## config.mk

```make
export PLATFORM = sky130hd
export DESIGN_NAME = uart_tx_arbiter_flat
export DESIGN_NICKNAME = d
export VERILOG_FILES = /design/src/rtl/uart_tx_arbiter_if.sv /design/src/rtl/uart_tx_arbiter.sv /design/src/flat_wrapper.sv
export SDC_FILE = /design/constraint.sdc
export NUM_CORES = 1
export LEC_CHECK = 0
export ABC_AREA = 1
export CAP_MARGIN = 25
export CORE_AREA = 3 3 88 90
export CTS_BUF_LIST = sky130_fd_sc_hd__clkbuf_8
export DETAILED_ROUTE_END_ITERATION = 8
export DIE_AREA = 0 0 91 93
export DONT_BUFFER_PORTS = 1
export REMOVE_ABC_BUFFERS = 1
export SLEW_MARGIN = 20
export SYNTH_ARGS = -nofsm -noshare
export SYNTH_HDL_FRONTEND = slang
export SYNTH_SLANG_ARGS = --single-unit
```

## constraint.sdc

```tcl
create_clock -name clk -period 1.7 [get_ports clk]
set_clock_uncertainty 0.05 [all_clocks]
set_input_delay 0.085 -clock clk [delete_from_list [all_inputs] [get_ports clk]]
set_output_delay 0.085 -clock clk [all_outputs]
set_load 0.005 [all_outputs]
```

## src/rtl/uart_tx_arbiter_if.sv

```systemverilog
// Handshake bundle between four byte requesters, the arbiter and a UART transmitter.
//
// Signals:
//   req      [3:0]  per-requester send request (bit i = requester i)
//   data_in  [31:0] requester i's byte on data_in[8i+7:8i]
//   ack      [3:0]  one-cycle capture pulse back to the granted requester
//   busy_tx         UART transmitter busy flag
//   transmit        one-cycle start pulse to the UART
//   data_tx  [7:0]  byte presented to the UART
//   grant_id [1:0]  current or most recent granted requester
//   active          high from grant until the transfer completes
//   err             one-cycle pulse when busy_tx never rose after a transmit
//
// Modports: slave = arbiter side, master = requesters/UART side.
interface uart_tx_arbiter_if;
    logic [3:0]  req;
    logic [31:0] data_in;
    logic [3:0]  ack;
    logic        busy_tx;
    logic        transmit;
    logic [7:0]  data_tx;
    logic [1:0]  grant_id;
    logic        active;
    logic        err;

    modport slave (
        input  req, data_in, busy_tx,
        output ack, transmit, data_tx, grant_id, active, err
    );

    modport master (
        output req, data_in, busy_tx,
        input  ack, transmit, data_tx, grant_id, active, err
    );
endinterface

```

## src/rtl/uart_tx_arbiter.sv

```systemverilog
// Round-robin arbiter that shares one UART transmitter between four byte requesters.
//
// A grant latches the winner's byte, pulses its ack, then issues a one-cycle transmit and
// follows busy_tx through its rise and fall. If busy_tx does not rise within BUSY_TIMEOUT
// cycles the transfer is abandoned with an err pulse.
//
// Ports:
//   clk   system clock, rising edge
//   nRst  asynchronous active-low reset
//   bus   uart_tx_arbiter_if.slave (req, data_in, busy_tx in; ack, transmit, data_tx,
//         grant_id, active, err out)
//
// Build option: define UART_ARB_TAG_EN to precede each data byte with the tag byte
// {6'b101000, grant_id}; both bytes belong to one grant and share one ack.
module uart_tx_arbiter #(
    parameter int unsigned BUSY_TIMEOUT = 8
) (
    input  logic              clk,
    input  logic              nRst,
    uart_tx_arbiter_if.slave  bus
);

    localparam int unsigned TimerW = $clog2(BUSY_TIMEOUT + 1);

    typedef enum logic [1:0] {
        StIdle,
        StIssue,
        StWaitHi,
        StWaitLo
    } state_e;

    state_e            state_q, state_d;
    logic [TimerW-1:0] timer_q, timer_d;
    logic [1:0]        last_grant_q, last_grant_d;
    logic [1:0]        grant_id_q, grant_id_d;
    logic [7:0]        data_tx_q, data_tx_d;
    logic [3:0]        ack_q, ack_d;
    logic              active_q, active_d;
    logic              err_q, err_d;

`ifdef UART_ARB_TAG_EN
    logic [7:0]        byte_q, byte_d;      // data byte parked while the tag goes out
    logic              tag_phase_q, tag_phase_d;
`endif

    logic       win_valid;
    logic [1:0] win_id;
    logic [1:0] cand;
    logic [7:0] win_byte;

    // Search starts one past the last completed grant; 2-bit arithmetic wraps 3 -> 0.
    always_comb begin
        win_valid = 1'b0;
        win_id    = last_grant_q;
        cand      = '0;
        for (int unsigned k = 1; k <= 4; k++) begin
            cand = last_grant_q + 2'(k);
            if (!win_valid && bus.req[cand]) begin
                win_valid = 1'b1;
                win_id    = cand;
            end
        end
    end

    assign win_byte = bus.data_in[{win_id, 3'b000} +: 8];

    always_comb begin
        state_d      = state_q;
        timer_d      = timer_q;
        last_grant_d = last_grant_q;
        grant_id_d   = grant_id_q;
        data_tx_d    = data_tx_q;
        ack_d        = '0;
        active_d     = active_q;
        err_d        = 1'b0;
`ifdef UART_ARB_TAG_EN
        byte_d       = byte_q;
        tag_phase_d  = tag_phase_q;
`endif

        unique case (state_q)
            StIdle: begin
                // An externally busy UART blocks arbitration entirely.
                if (win_valid && !bus.busy_tx) begin
                    ack_d      = 4'b0001 << win_id;
                    grant_id_d = win_id;
                    active_d   = 1'b1;
                    state_d    = StIssue;
`ifdef UART_ARB_TAG_EN
                    byte_d      = win_byte;
                    data_tx_d   = {6'b101000, win_id};
                    tag_phase_d = 1'b1;
`else
                    data_tx_d   = win_byte;
`endif
                end
            end

            StIssue: begin
                timer_d = '0;
                state_d = StWaitHi;
            end

            StWaitHi: begin
                if (bus.busy_tx) begin
                    state_d = StWaitLo;
                end else if (timer_q == TimerW'(BUSY_TIMEOUT - 1)) begin
                    // UART never acknowledged: drop the whole grant, history untouched.
                    err_d    = 1'b1;
                    active_d = 1'b0;
                    timer_d  = '0;
                    state_d  = StIdle;
`ifdef UART_ARB_TAG_EN
                    tag_phase_d = 1'b0;
`endif
                end else begin
                    timer_d = timer_q + TimerW'(1);
                end
            end

            StWaitLo: begin
                if (!bus.busy_tx) begin
`ifdef UART_ARB_TAG_EN
                    if (tag_phase_q) begin
                        tag_phase_d = 1'b0;
                        data_tx_d   = byte_q;
                        state_d     = StIssue;
                    end else begin
                        last_grant_d = grant_id_q;
                        active_d     = 1'b0;
                        state_d      = StIdle;
                    end
`else
                    last_grant_d = grant_id_q;
                    active_d     = 1'b0;
                    state_d      = StIdle;
`endif
                end
            end

            default: state_d = StIdle;
        endcase
    end

    always_ff @(posedge clk or negedge nRst) begin
        if (!nRst) begin
            state_q      <= StIdle;
            timer_q      <= '0;
            last_grant_q <= 2'd3;  // requester 0 wins first after reset
            grant_id_q   <= '0;
            data_tx_q    <= '0;
            ack_q        <= '0;
            active_q     <= 1'b0;
            err_q        <= 1'b0;
`ifdef UART_ARB_TAG_EN
            byte_q       <= '0;
            tag_phase_q  <= 1'b0;
`endif
        end else begin
            state_q      <= state_d;
            timer_q      <= timer_d;
            last_grant_q <= last_grant_d;
            grant_id_q   <= grant_id_d;
            data_tx_q    <= data_tx_d;
            ack_q        <= ack_d;
            active_q     <= active_d;
            err_q        <= err_d;
`ifdef UART_ARB_TAG_EN
            byte_q       <= byte_d;
            tag_phase_q  <= tag_phase_d;
`endif
        end
    end

    assign bus.transmit = (state_q == StIssue);
    assign bus.ack      = ack_q;
    assign bus.data_tx  = data_tx_q;
    assign bus.grant_id = grant_id_q;
    assign bus.active   = active_q;
    assign bus.err      = err_q;

endmodule

```

## src/flat_wrapper.sv

```systemverilog
// flat-port wrapper written by rule: the top's interface ports become plain ports
module uart_tx_arbiter_flat 
#(
    parameter int unsigned BUSY_TIMEOUT = 8
)
  (clk, nRst, bus_req, bus_data_in, bus_busy_tx, bus_ack, bus_transmit, bus_data_tx, bus_grant_id, bus_active, bus_err);
  uart_tx_arbiter_if bus_i ();
  input  logic clk;
  input  logic nRst;
  input wire logic [$bits(bus_i.req)-1:0] bus_req;
  input wire logic [$bits(bus_i.data_in)-1:0] bus_data_in;
  input wire logic [$bits(bus_i.busy_tx)-1:0] bus_busy_tx;
  output wire logic [$bits(bus_i.ack)-1:0] bus_ack;
  output wire logic [$bits(bus_i.transmit)-1:0] bus_transmit;
  output wire logic [$bits(bus_i.data_tx)-1:0] bus_data_tx;
  output wire logic [$bits(bus_i.grant_id)-1:0] bus_grant_id;
  output wire logic [$bits(bus_i.active)-1:0] bus_active;
  output wire logic [$bits(bus_i.err)-1:0] bus_err;
  assign bus_i.req = bus_req;
  assign bus_i.data_in = bus_data_in;
  assign bus_i.busy_tx = bus_busy_tx;
  assign bus_ack = bus_i.ack;
  assign bus_transmit = bus_i.transmit;
  assign bus_data_tx = bus_i.data_tx;
  assign bus_grant_id = bus_i.grant_id;
  assign bus_active = bus_i.active;
  assign bus_err = bus_i.err;
  uart_tx_arbiter #(.BUSY_TIMEOUT(BUSY_TIMEOUT)) u_core (.clk(clk), .nRst(nRst), .bus(bus_i));
endmodule
```

# == Word level (Yosys, flattened, before mapping) ==
# Index checks and enable logic that the tools add are counted.
# word_totals
register_bits,24
output_inout_bits,17
word_cells,78
# op_classes
n_addsub,4
magnitude_cmp,4
n_eq_ne,9
n_shift,2
n_mux,34
bitwise_logic,1
reduce_logical,16
# op_table
operator,n
$shiftx A32 B6 Y8,1
$mux W2,8
$mux W4,4
$mux W1,15
$lt A2 B3 Y1 const B,4
$bmux W1 S2,4
$pmux W2 S4,1
$pmux W4 S2,1
$reduce_and A2 Y1,3
$reduce_and A5 Y1,1
$add A2 B2 Y2 const B,2
$add A4 B1 Y4 const B,1
$eq A2 B2 Y1 const B,2
$eq A4 B3 Y1 const B,1
$logic_and A1 B1 Y1,4
$logic_not A1 Y1,4
$ne A2 B1 Y1 const B,2
$ne A2 B2 Y1 const B,2
$shl A1 B2 Y4 const A,1
$ne A3 B2 Y1 const B,1
$pmux W1 S3,1
$reduce_and A3 Y1,1
$reduce_bool A3 Y1,1
$add A2 B1 Y2 const B,1
4 further kinds,4

# == Logic depth before layout (Yosys ltp) ==
# depth
depth_word,16
ltp_mapped,15
depth_no_buf,13

# == Worst setup path after synthesis ==
# No wires, ideal clock.
# synth_timing
kind,reg2reg
startpoint,register u_core.last_grant_q[0]
endpoint,"register u_core.data_tx_q[1], in the netlist u_core.bus.data_tx[1]"
t_arrival_ns,1.615
required_ns,1.524
slack_ns,-0.091
stages_incl_launch_ff,16
period_less_slack_ns,1.791
path_cell_list,dfstp_2 buf_6 inv_6 nand2_2 nand2_2 nand2_1 nand2_2 inv_4 nand2_2 nand2_4 nand2_8 buf_12 nand2_2 nand2_1 nand3_1 nand3_1
# synth_between
elab_chain_cells,15
word_cells_on_any_way,28
# synth_rtl
element,line_no,text
"start, declared",uart_tx_arbiter.sv:34,"logic [1:0] last_grant_q, last_grant_d;"
"start signal, assigned",uart_tx_arbiter.sv:162,last_grant_q <= last_grant_d;
branches (longest 15 deep; another with $add A2 B1 Y2),-,
"end signal, assigned",uart_tx_arbiter.sv:164,data_tx_q <= data_tx_d;
"end, declared",uart_tx_arbiter.sv:36,"logic [7:0] data_tx_q, data_tx_d;"
# Several ways; the timed one is not identified. The select of a mux whose other input is x is not followed.
# A chain may end at the register's enable or synchronous reset.

# == Worst setup path in the final report ==
# layout_timing
startpoint,register u_core.last_grant_q[0]
endpoint,"register u_core.data_tx_q[4], in the netlist u_core.bus.data_tx[4]"
# Same word-level chain as after synthesis.

==> qor.csv <==
metric;value;unit
area of the multi-input gates;966;um^2
fraction of the mapped netlist area in simple logic gates;46.2;%
ant diodes;0;
Initial Util;22.5;%
largest family of logic cells by synthesized area;simple AND/OR/NAND/NOR gates;
area share of the largest cell type after synthesis;34.3;%
slew margin rel.;84.6;%
drt via density;4.37;
Yosys reg bits;24;
initial DRC count;47;
max frequency;0.534;GHz
count of cell types in the netlist;32;
global-route wire length before repair;7150;um
Final ANT Viol Nets;0;
required time of the worst setup path;1.81;ns
post-layout util;30.2;%
final worst setup slack;-0.172;ns
xor/xnor share of the synthesized area;1.09;%
Critical Path AT;1.98;ns
RSZ-0062 raised after global routing;yes;
Cell Pwr Density;2240;nW/um^2
CTS max path bufs;2;
Worst Tran Pin Value;0.228;ns
startpoint types;register;
via count;1518;
minimum clock period;1.87;ns
register area;603;um^2
GP Congestion;0.794;
die area;8460;um^2
endpoint type of the worst setup path;register;
largest net degree at the start of global routing;25;
Die X;91;um
Async S/R FF share, synth;100;%
Post-DP HPWL;3290;um
largest cells by area after synthesis;dfrtp_1 (34%), nand2_1 (16%), nand3_1 (14%);
Area growth syn-to-layout;34.6;%
# nets final;289;
Syn Inst Count;218;
register area share after synthesis;37.6;%
IO Pins;56;
residual DRC count;0;
Site Rows;31;
post-synthesis compound-gate area fraction;5.23;%
clock edge transition at the registers on the reported setup and hold paths;0.09;ns
Final Cycle Share;110;%
number of global-route vias before repair;1479;
WL/cell;12.9;um
Pleak;1.06;nW
multiplexer share of the synthesized area;0;%
final setup vio count;14;
gr usage total;10.5;%
adder-cell share of the synthesized area;0.781;%
Yosys top cell by area;dfrtp_1;
peak supply drop;0.000974;V
CP max stage cell;dfstp_2;
Synth Warn #;0;
first-pass detailed-route iteration total;4;
H-tree depth;1;
Worst-Skew Late Latency;0.26;ns
fill count;767;
Design Power;4.83;mW
Final Slew Violations;0;
status;finished, violations left;
initial antenna violation count;0;
Final Hold Fails;2;
crit-path most repeated cell;nand2_2;
max cap viols;0;
layout cells sized above 1;34.3;%
failing checks;hold timing, setup timing;
final hold slack;-0.00962;ns
CTS Buf Count;3;
Crit Path Category;reg2reg;
cells along the critical path;buf_12 -> inv_8 -> nand2_2 -> nand2_4 -> nand2_2 -> nand2_2 -> inv_4 -> nand3_4 -> clkbuf_16 -> nand3_1 -> nand2_1 -> nand2_1 -> nand3_1;
port bufs;0;
worst min-delay path class;in2reg;
syn_area_per_cell;7.35;um^2
core area;7140;um^2
crit-path max FO;7;
CTS Sinks;24;
DIE HEIGHT;93;um
Post-Syn Area;1600;um^2
DRT Wirelength;4480;um
Crit path largest cell delay;0.56;ns
global route overflow;0;
EDFF count, synth;0;
CTS Root Cell;clkbuf_8;
Top FF cell, synth;dfrtp_1;
CTS tree;done;
flip-flops by register name, summed over array words and instances, names as in the netlist:
register	cells
u_core.bus.err	1
u_core.last_grant_q	2
u_core.bus.active	1
u_core.timer_q	4
u_core.state_q	2
u_core.bus.data_tx	8
u_core.bus.grant_id	2
u_core.bus.ack	4
metal layers:
| layer | vias to the layer above | track usage (%) | routed length, um |
|---|---|---|---|
| li1 | 766 | - | - |
| met5 | - | 0 | 0 |
| met2 | 51 | 18.5 | 2230 |
| met3 | 2 | 2.82 | 255 |
| met4 | 0 | 1.51 | 19 |
| met1 | 699 | 13.2 | 1970 |
Yosys cell counts (2+ instances only):
library cell	count
dfstp_2	2
dfrtp_1	22
nand2_2	20
a21oi_1	6
nor2_1	8
nand2_1	67
buf_4	3
nand2_4	2
buf_6	2
inv_2	2
o21ai_0	7
nand3_1	45
inv_1	13
critical path: cells and delay by family (launching register included):
kind	cells	cell delay, ns
AND/OR/NAND/NOR	9	0.69
flip-flops	1	0.56
buffers and inverters	4	0.46
final timing paths:
check,cells past startpoint,slack [ns],endpoint,from
hold / removal,4,-0.01,u_core.bus.data_tx[3],bus_data_in[27]
setup reg to reg,13,-0.17,u_core.bus.data_tx[4],u_core.last_grant_q[0]
setup / recovery,13,-0.17,u_core.bus.data_tx[4],u_core.last_grant_q[0]
max in group asynchronous,2,1.16,u_core.last_grant_q[0],nRst
hold reg to reg,1,0.46,u_core.timer_q[0],u_core.timer_q[0]
min in group asynchronous,2,0.22,u_core.state_q[0],nRst
placed cells by master (no fill, tap or decap), types with 2 or more instances in the layout:
master         count
dlygate4sd3_1      6
nand2_2           22
nand2_4            6
nand3_1           32
o21ai_1            3
clkbuf_8           4
dfrtp_1           22
buf_6              3
inv_2              3
inv_1             12
nand3_2           14
buf_12             4
nand2_1           61
buf_4             17
nor2_4             2
dfstp_2            2
o21ai_0            5
nor2_1             8
a21oi_1            6
report_power, final:
| group | internal, mW | switching, mW | total, mW |
|---|---|---|---|
| combinational | 1.44 | 1.97 | 3.41 |
| clock | 0.207 | 0.181 | 0.387 |
| sequential | 0.818 | 0.217 | 1.03 |
| total | 2.47 | 2.37 | 4.83 |
cell type report:
cell class,count,share of cell area (%)
Multi-Input combinational cell,170,44.8
Timing Repair Buffer,32,15.4
Inverter,18,3.60
Tap cell,99,5.74
Clock buffer,4,2.55
Sequential cell,24,28.0
metrics by stage:
step                cells  hold WS, ns  cell area [um^2]  setup slack (ns)  TNS (ns)
floorplan             211       -0.261              1530            -0.217     -2.28
global placement      327       -0.260              1810            -0.148     -1.66
detailed placement    327       -0.260              1810            -0.212     -2.47
CTS                   342      0.00129              2020            -0.146     -1.59
global route          347       0.0203              2160            -0.280     -3.40
finish                347     -0.00962              2160            -0.172     -1.77
logic make-up (layout without fill, tap and decap cells):
| logic type | count (synthesis) | after routing |
|---|---|---|
| compound gates | 16 | 16 |
| xor+xnor | 2 | 2 |
| fa+ha+maj | 1 | 1 |
| buf+inv | 25 | 54 |
| flops | 24 | 24 |
| simple gates | 150 | 151 |
timing repair:
action,CTS,global route
endpoints found under the setup margin,16,16
hold buffers,7,0
gates resized for setup,9,23
setup buffers,3,4
endpoints found under the hold margin,28,0
gates cloned,1,1
pin swaps,2,7
(Power assumes the default switching activity.)
